**config.mk**
```make
export PLATFORM = sky130hd
export DESIGN_NAME = alu_rs
export DESIGN_NICKNAME = d
export VERILOG_FILES = /design/src/rtl/alu_rs.sv
export SDC_FILE = /design/constraint.sdc
export NUM_CORES = 2
export LEC_CHECK = 0
export BUFFER_PORTS_ARGS = -buffer_cell sky130_fd_sc_hd__buf_2
export CORE_MARGIN = 3
export CORE_UTILIZATION = 30
export DETAILED_ROUTE_END_ITERATION = 8
export PLACE_DENSITY_LB_ADDON = 0.15
export SLEW_MARGIN = 20
export SYNTH_ARGS = -nofsm -noshare
export SYNTH_HDL_FRONTEND = slang
export SYNTH_SLANG_ARGS = --single-unit
```
**constraint.sdc**
```tcl
create_clock -name clk_in -period 18.5 [get_ports clk_in]
set_input_delay 0 -clock clk_in [delete_from_list [all_inputs] [get_ports clk_in]]
set_output_delay 0 -clock clk_in [all_outputs]
set_load 0.03 [all_outputs]
```
**src/rtl/alu_rs.sv**
```systemverilog
// ALU reservation station: holds dispatched ALU ops until both operands are
// available, snoops the CDB for wakeup, and issues the oldest-index ready entry.
module alu_rs #(
  parameter int unsigned RS_SIZE = 4,
  parameter int unsigned TAG_W   = 4
) (
  input  logic             clk_in,
  input  logic             rst_in,
  input  logic             rdy_in,
  input  logic             disp_valid,
  input  logic [4:0]       disp_op,
  input  logic [31:0]      disp_vj,
  input  logic [31:0]      disp_vk,
  input  logic [TAG_W-1:0] disp_qj,
  input  logic [TAG_W-1:0] disp_qk,
  input  logic             disp_rj,
  input  logic             disp_rk,
  input  logic [31:0]      disp_addr,
  input  logic             disp_len,
  input  logic [TAG_W-1:0] disp_tag,
  output logic             full,
  input  logic             cdb_valid,
  input  logic [TAG_W-1:0] cdb_tag,
  input  logic [31:0]      cdb_value,
  input  logic             flush,
  output logic [31:0]      alu_op1,
  output logic [31:0]      alu_op2,
  output logic [31:0]      alu_addr,
  output logic [4:0]       alu_op,
  output logic             alu_len,
  input  logic [31:0]      alu_result,
  input  logic             alu_jalr_done,
  input  logic [31:0]      alu_jalr_addr,
  output logic             out_valid,
  output logic [TAG_W-1:0] out_tag,
  output logic [31:0]      out_value,
  output logic             out_jalr_done,
  output logic [31:0]      out_jalr_addr
);

  localparam int unsigned IDX_W = (RS_SIZE > 1) ? $clog2(RS_SIZE) : 1;

  logic [RS_SIZE-1:0]            busy_q, busy_d, rj_q, rj_d, rk_q, rk_d, len_q, len_d;
  logic [RS_SIZE-1:0][4:0]       op_q, op_d;
  logic [RS_SIZE-1:0][31:0]      vj_q, vj_d, vk_q, vk_d, addr_q, addr_d;
  logic [RS_SIZE-1:0][TAG_W-1:0] qj_q, qj_d, qk_q, qk_d, tag_q, tag_d;

  logic             out_valid_q, out_valid_d;
  logic [TAG_W-1:0] out_tag_q, out_tag_d;
  logic [31:0]      out_value_q, out_value_d;
  logic             out_jalr_done_q, out_jalr_done_d;
  logic [31:0]      out_jalr_addr_q, out_jalr_addr_d;

  logic [RS_SIZE-1:0] ready;
  logic               free_found, iss_found;
  logic [IDX_W-1:0]   free_idx, iss_idx;

  assign full          = &busy_q;
  assign ready         = busy_q & ~rj_q & ~rk_q;
  assign out_valid     = out_valid_q;
  assign out_tag       = out_tag_q;
  assign out_value     = out_value_q;
  assign out_jalr_done = out_jalr_done_q;
  assign out_jalr_addr = out_jalr_addr_q;

  // Priority pick of the lowest free slot and the lowest ready slot.
  always_comb begin
    free_found = 1'b0;
    free_idx   = '0;
    iss_found  = 1'b0;
    iss_idx    = '0;
    for (int unsigned i = 0; i < RS_SIZE; i++) begin
      if (!busy_q[i] && !free_found) begin
        free_found = 1'b1;
        free_idx   = IDX_W'(i);
      end
      if (ready[i] && !iss_found) begin
        iss_found = 1'b1;
        iss_idx   = IDX_W'(i);
      end
    end
  end

  always_comb begin
    alu_op1  = '0;
    alu_op2  = '0;
    alu_addr = '0;
    alu_op   = '0;
    alu_len  = 1'b0;
    if (iss_found) begin
      alu_op1  = vj_q[iss_idx];
      alu_op2  = vk_q[iss_idx];
      alu_addr = addr_q[iss_idx];
      alu_op   = op_q[iss_idx];
      alu_len  = len_q[iss_idx];
    end
  end

  always_comb begin
    busy_d = busy_q;  rj_d = rj_q;  rk_d = rk_q;  len_d = len_q;
    op_d   = op_q;    vj_d = vj_q;  vk_d = vk_q;  addr_d = addr_q;
    qj_d   = qj_q;    qk_d = qk_q;  tag_d = tag_q;
    out_valid_d     = out_valid_q;
    out_tag_d       = out_tag_q;
    out_value_d     = out_value_q;
    out_jalr_done_d = out_jalr_done_q;
    out_jalr_addr_d = out_jalr_addr_q;
    if (rdy_in) begin
      if (flush) begin
        busy_d      = '0;
        out_valid_d = 1'b0;
      end else begin
        if (cdb_valid) begin
          for (int unsigned i = 0; i < RS_SIZE; i++) begin
            if (busy_q[i] && rj_q[i] && qj_q[i] == cdb_tag) begin
              vj_d[i] = cdb_value;
              rj_d[i] = 1'b0;
            end
            if (busy_q[i] && rk_q[i] && qk_q[i] == cdb_tag) begin
              vk_d[i] = cdb_value;
              rk_d[i] = 1'b0;
            end
          end
        end
        out_valid_d = iss_found;
        if (iss_found) begin
          busy_d[iss_idx] = 1'b0;
          out_tag_d       = tag_q[iss_idx];
          out_value_d     = alu_result;
          out_jalr_done_d = alu_jalr_done;
          out_jalr_addr_d = alu_jalr_addr;
        end
        // free_found is the pre-edge view, so a slot issued this edge is not reused.
        if (disp_valid && free_found) begin
          busy_d[free_idx] = 1'b1;
          op_d[free_idx]   = disp_op;
          qj_d[free_idx]   = disp_qj;
          qk_d[free_idx]   = disp_qk;
          addr_d[free_idx] = disp_addr;
          len_d[free_idx]  = disp_len;
          tag_d[free_idx]  = disp_tag;
          if (disp_rj && cdb_valid && cdb_tag == disp_qj) begin
            vj_d[free_idx] = cdb_value;
            rj_d[free_idx] = 1'b0;
          end else begin
            vj_d[free_idx] = disp_vj;
            rj_d[free_idx] = disp_rj;
          end
          if (disp_rk && cdb_valid && cdb_tag == disp_qk) begin
            vk_d[free_idx] = cdb_value;
            rk_d[free_idx] = 1'b0;
          end else begin
            vk_d[free_idx] = disp_vk;
            rk_d[free_idx] = disp_rk;
          end
        end
      end
    end
  end

  always_ff @(posedge clk_in or posedge rst_in) begin
    if (rst_in) begin
      busy_q <= '0;  rj_q <= '0;  rk_q <= '0;  len_q <= '0;
      op_q   <= '0;  vj_q <= '0;  vk_q <= '0;  addr_q <= '0;
      qj_q   <= '0;  qk_q <= '0;  tag_q <= '0;
      out_valid_q     <= 1'b0;
      out_tag_q       <= '0;
      out_value_q     <= '0;
      out_jalr_done_q <= 1'b0;
      out_jalr_addr_q <= '0;
    end else begin
      busy_q <= busy_d;  rj_q <= rj_d;  rk_q <= rk_d;  len_q <= len_d;
      op_q   <= op_d;    vj_q <= vj_d;  vk_q <= vk_d;  addr_q <= addr_d;
      qj_q   <= qj_d;    qk_q <= qk_d;  tag_q <= tag_d;
      out_valid_q     <= out_valid_d;
      out_tag_q       <= out_tag_d;
      out_value_q     <= out_value_d;
      out_jalr_done_q <= out_jalr_done_d;
      out_jalr_addr_q <= out_jalr_addr_d;
    end
  end

endmodule

```
Word level (Yosys, flattened, before mapping)

Index checks and enable logic that the tools add are counted.

Output and inout port bits: 173
Word-level logic and storage cells: 198
Input bits: 223
Flip-flop bits (word level): 538

Eq/ne operators: 10
Mux-type cells: 95
Reduce and logical (&&, ||, !) cells: 41
Magnitude comparators: 4
Bitwise gates (word level): 11

Operators with widths:

| cell                                                        | number |
|---|---|
| two-way mux 128 bit                                         | 10 |
| bitwise mux 128 bit                                         | 5 |
| two-way mux 32 bit                                          | 15 |
| binary-select mux 32 bit (select 2 bit)                     | 3 |
| two-way mux 4 bit                                           | 17 |
| demux 32 bit (select 2 bit)                                 | 1 |
| bitwise mux 16 bit                                          | 3 |
| equality test 4 bit                                         | 10 |
| logical AND 1 bit                                           | 29 |
| two-way mux 1 bit                                           | 23 |
| AND 4 bit                                                   | 5 |
| bitwise mux 20 bit                                          | 1 |
| NOT 4 bit                                                   | 4 |
| two-way mux 5 bit                                           | 3 |
| bitwise mux 4 bit                                           | 3 |
| binary-select mux 5 bit (select 2 bit)                      | 1 |
| demux 5 bit (select 2 bit)                                  | 1 |
| binary-select mux 4 bit (select 2 bit)                      | 1 |
| demux 4 bit (select 2 bit)                                  | 1 |
| zero test 1 bit                                             | 8 |
| two-way mux 2 bit                                           | 4 |
| less-than comparator 2 x 3 -> 1 bit (second input constant) | 2 |
| AND reduction 3 bit                                         | 2 |
| demux 1 bit (select 2 bit)                                  | 2 |
| 6 further kinds                                             | 7 |

Longest topological paths before layout

Depth in word-level cells: 25
Depth in mapped cells: 8
Gate-level depth less buffers: 5

Worst setup path after synthesis

Ideal clock, no wire load.

Kind: flip-flop to output port
From: reg busy_q[2]
To: out alu_addr[10]
Stages on the path, launching flop included: 9
Required time: 18500 ps
Slack: 16467 ps
Buffers on the path: 3
Arrival: 2033 ps
Cell sequence: dfrtp_1 > nor3b_1 > nor2b_1 > buf_2 > buf_2 > buf_2 > a22o_1 > a211oi_1 > nor2_1

Longest elaborated chain between the ends: 10
Elaborated cells on any way between the ends: 12
Those cells by class: 7 x mux; 2 x bitwise; 3 x reduce/logical

Ends and longest elaborated chain:

| what                                     | RTL line | source |
|---|---|---|
| from (decl)                              | 43       | `logic [RS_SIZE-1:0] busy_q, busy_d, rj_q, rj_d, rk_q, rk_d, len_q, len_d;` |
| from (signal assigned)                   | 172      | `busy_q <= busy_d; rj_q <= rj_d; rk_q <= rk_d; len_q <= len_d;` |
| AND 4 bit (*) (2 in series)              | 59       | `assign ready = busy_q & ~rj_q & ~rk_q;` |
| logical AND 1 bit (*)                    | 77       | `if (ready[i] && !iss_found) begin` |
| two-way mux 1 bit                        | 77       |  |
| zero test 1 bit                          | 77       |  |
| logical AND 1 bit                        | 77       |  |
| two-way mux 2 bit                        | 77       |  |
| binary-select mux 32 bit (select 2 bit)  | 93       | `alu_addr = addr_q[iss_idx];` |
| two-way mux 32 bit (not written as such) | 93       |  |
| two-way mux 32 bit (*)                   | 90       | `if (iss_found) begin` |
| to (decl)                                | 28       | `output logic [31:0] alu_addr,` |

Mark *: on every way between the ends. The rest lies on a longest branch, timed or not. The select of a mux whose other input is x is not followed.

Worst setup path in the final report

From: reg busy_q[1]
To: out alu_op2[0]

Longest elaborated chain between the ends: 13
Elaborated cells on any way between the ends: 16
Those cells by class: 9 x mux; 2 x bitwise; 5 x reduce/logical

Ends and longest elaborated chain:

| what                                     | RTL line | source |
|---|---|---|
| AND 4 bit (*) (2 in series)              | 59       |  |
| logical AND 1 bit (*)                    | 77       |  |
| two-way mux 1 bit                        | 77       |  |
| zero test 1 bit                          | 77       |  |
| logical AND 1 bit                        | 77       |  |
| two-way mux 1 bit                        | 77       |  |
| zero test 1 bit                          | 77       |  |
| logical AND 1 bit                        | 77       |  |
| two-way mux 2 bit                        | 77       |  |
| binary-select mux 32 bit (select 2 bit)  | 92       | `alu_op2 = vk_q[iss_idx];` |
| two-way mux 32 bit (not written as such) | 92       |  |
| two-way mux 32 bit (*)                   | 90       |  |
| to (decl)                                | 27       | `output logic [31:0] alu_op2,` |

Marks and branches as above.

==> results.json <==
{
  "outcome": "finished clean",
  "maxSlewHeadroom_pct": 23.0,
  "crit_required_ns": 18.50,
  "synth_edf_count": 0,
  "reg2reg_to": "out_value[29]",
  "cp.arrival_ns": 5.25,
  "clock_path_buffers": 3,
  "rrSetupSlack_ns": 13.53,
  "holdCritPathClass": "in2async",
  "cts_root_buf": "clkbuf_16",
  "p_leak_nw": 16.3,
  "synth.most_common_cell": "dfrtp_1",
  "hpwl_um": 60400,
  "synth_top_area_share_pct": 51.1,
  "synthesis.nets": 2868,
  "timing.critical_path.from_type": "flip-flop",
  "vdd_drop_max_v": 0.000107,
  "worstReg2RegStart": "busy_q[1]",
  "core-area_mm2": 0.0870,
  "dpl.cell_count": 3979,
  "die_area_mm2": 0.0915,
  "grt-ovfl-total": 0,
  "routed_wl_um": 106000,
  "tightest_slew_ns": 1.15,
  "dieWidth_um": 302,
  "grt_pass1_wl_um": 157000,
  "synthTopCellsByArea": "dfrtp_1 51%, nand2_1 6.4%, mux2_2 4.9%",
  "port_buffers": 395,
  "start_util_pct": 30.3,
  "core.rowCount": 108,
  "die_h_um": 302,
  "postSynthAreaPerCell_um2": 9.97,
  "cts_buffers": 69,
  "tns_ns": 0,
  "final_antenna_net_count": 0,
  "postLayoutCoreUtil_pct": 39.5,
  "cts_sinks": 538,
  "hold_viol": 0,
  "post_dp_cell_area_mm2": 0.0293,
  "fmax_ghz": 0.191,
  "nets": 3397,
  "fin_skew_ns": 0.0261,
  "areaGrowthSynthToFinish_pct": 30.2,
  "final-max-slew-violation-count": 0,
  "antenna_found_initial": 16,
  "ios": 396,
  "min_period_ns": 5.25,
  "yosysWarnings": 0,
  "post_cts_buffers": 0,
  "ctsHtreeMaxLevel": 3,
  "critPathCapture": "alu_op2[0]",
  "gp_congestion": 0.791,
  "drt-initial-drc-count": 2021,
  "track_usage_pct": 22.5,
  "synth_common_cells": "538 x dfrtp_1, 448 x nand2_1, 184 x o21ai_0, 178 x clkbuf_1, 141 x nor2_1",
  "clk_latency_ns": 0.61,
  "yosysSeqAreaShare_pct": 51.1,
  "wire_per_inst_um": 24.1,
  "vias_per_cell": 5.43,
  "yosysTopAreaCell": "dfrtp_1",
  "drive_above_1_share_pct": 23.2,
  "ys.flop_type": "dfrtp_1",
  "async_flop_share_pct": 100,
  "dr.pass1.iters": 8,
  "path_clk_slew_ns": 0.06,
  "fin_crit_sh_pct": 28.4,
  "vias": 23816,
  "grt_start_max_net_pins": 155,
  "drc": 0,
  "path_max_fanout": 61,
  "crit_path_start": "busy_q[1]",
  "p_per_area_mw_per_mm2": 115,
  "synth-seq-cells": 538,
  "cap_violations": 0,
  "end_kind": "primary output",
  "synth_cells": 2645,
  "setup_viol_count_final": 0,
  "ys_types": 49,
  "grt_pass1_vias": 24409,
  "stdcell_count": 4390,
  "rsz0062_at_grt": "no",
  "worstRegToRegCells": 7,
  "crit_type": "reg2out",
  "cts_tree": "yes",
  "finalInstanceArea_mm2": 0.0343,
  "synthesis.area_mm2": 0.0264
}
## cells by family after synthesis
family          after synthesis  share of synthesized area [%]
compound gates              790                           22.1
buf+inv                     364                           5.72
simple gates                748                           12.1
mux                         165                           7.77
xor+xnor                     40                           1.33
flops                       538                           51.1
## layout by cell type, fill, tap and decap left out, drive strengths merged, types with 64 or more instances in the layout
cell type,netlist,layout
dfrtp,538,538
nand2,448,448
buf,77,436
dlygate4sd3,0,277
o21ai,187,187
mux2,165,165
nor2,141,141
a22o,127,127
inv,109,115
a211oi,105,105
a221o,104,104
a21oi,98,98
clkbuf,178,98
and3,92,92
o221ai,64,64
## metal layers
metal | part of all wire [%] | routed length [um] | vias up | global-route usage, %
met5 | 0.084 | 89 | - | 0
met4 | 2.8 | 2980 | 12 | 6.92
met3 | 6.6 | 6990 | 177 | 4.20
met2 | 47 | 49800 | 924 | 36.8
met1 | 44 | 46100 | 12064 | 30.1
li1 | - | - | 10639 | -
## power by group
group	internal [mW]	switching [mW]	total [mW]	leakage [nW]
combinational	0.424	0.561	0.986	8.41
clock	0.794	0.547	1.34	1.10
sequential	1.45	0.154	1.61	6.79
## critical path, stage by stage, from the launching register on
cell and delay, ns:
dfrtp_1 0.43, nor3b_2 0.32, buf_4 0.70, buf_4 0.94, nor2b_4 0.06, buf_4 0.34
buf_4 0.44, a22o_1 0.27, a211oi_1 0.76, nor2_1 0.11, buf_2 0.22
## per-stage QoR
stage	power, mW	hold WS, ns	worst slack (ns)
3_5_place_dp	2.56	0.222	13.52
6_report	3.93	0.115	13.25
4_1_cts	3.98	0.118	13.30
2_1_floorplan	2.25	0.105	3.46
3_3_place_gp	2.53	0.207	13.64
5_1_grt	4.13	0.140	13.13
## timing repair
action / 4_1_cts / 5_1_grt
endpoints found under the hold margin: 640 / 0
hold buffers: 277 / 0
gates resized for setup: 0 / 0
## final cells by class
class                      count  area (um2)
antenna                       10        25.0
clock buffer                  98        2000
clock inverter                24         225
fill                        8591       52700
inverter                     109         417
multi-input combinational   1743       11700
sequential                   538       13500
tap                         1155        1450
timing repair buffer         713        5100
## sequential cells by signal, summed over array words and instances, names as in the netlist
register,cells
out_valid,1
out_jalr_done,1
rj_q,4
out_value,32
len_q,4
qj_q,16
qk_q,16
out_jalr_addr,32
tag_q,16
vj_q,128
out_tag,4
op_q,20
busy_q,4
addr_q,128
rk_q,4
vk_q,128
## how the worst min path moves through the flow
stage | from | to | slack, ns | depth (start not counted)
3_5_place_dp | rst_in | out_value[21] | 0.22 | 2
6_report | rst_in | out_value[22] | 0.11 | 3
4_1_cts | alu_result[3] | out_value[3] | 0.12 | 3
3_3_place_gp | rst_in | out_value[26] | 0.21 | 2
2_1_floorplan | disp_addr[4] | addr_q[100] | 0.11 | 2
5_1_grt | alu_jalr_addr[2] | out_jalr_addr[2] | 0.14 | 3
Power figures use the tool's default switching activity.
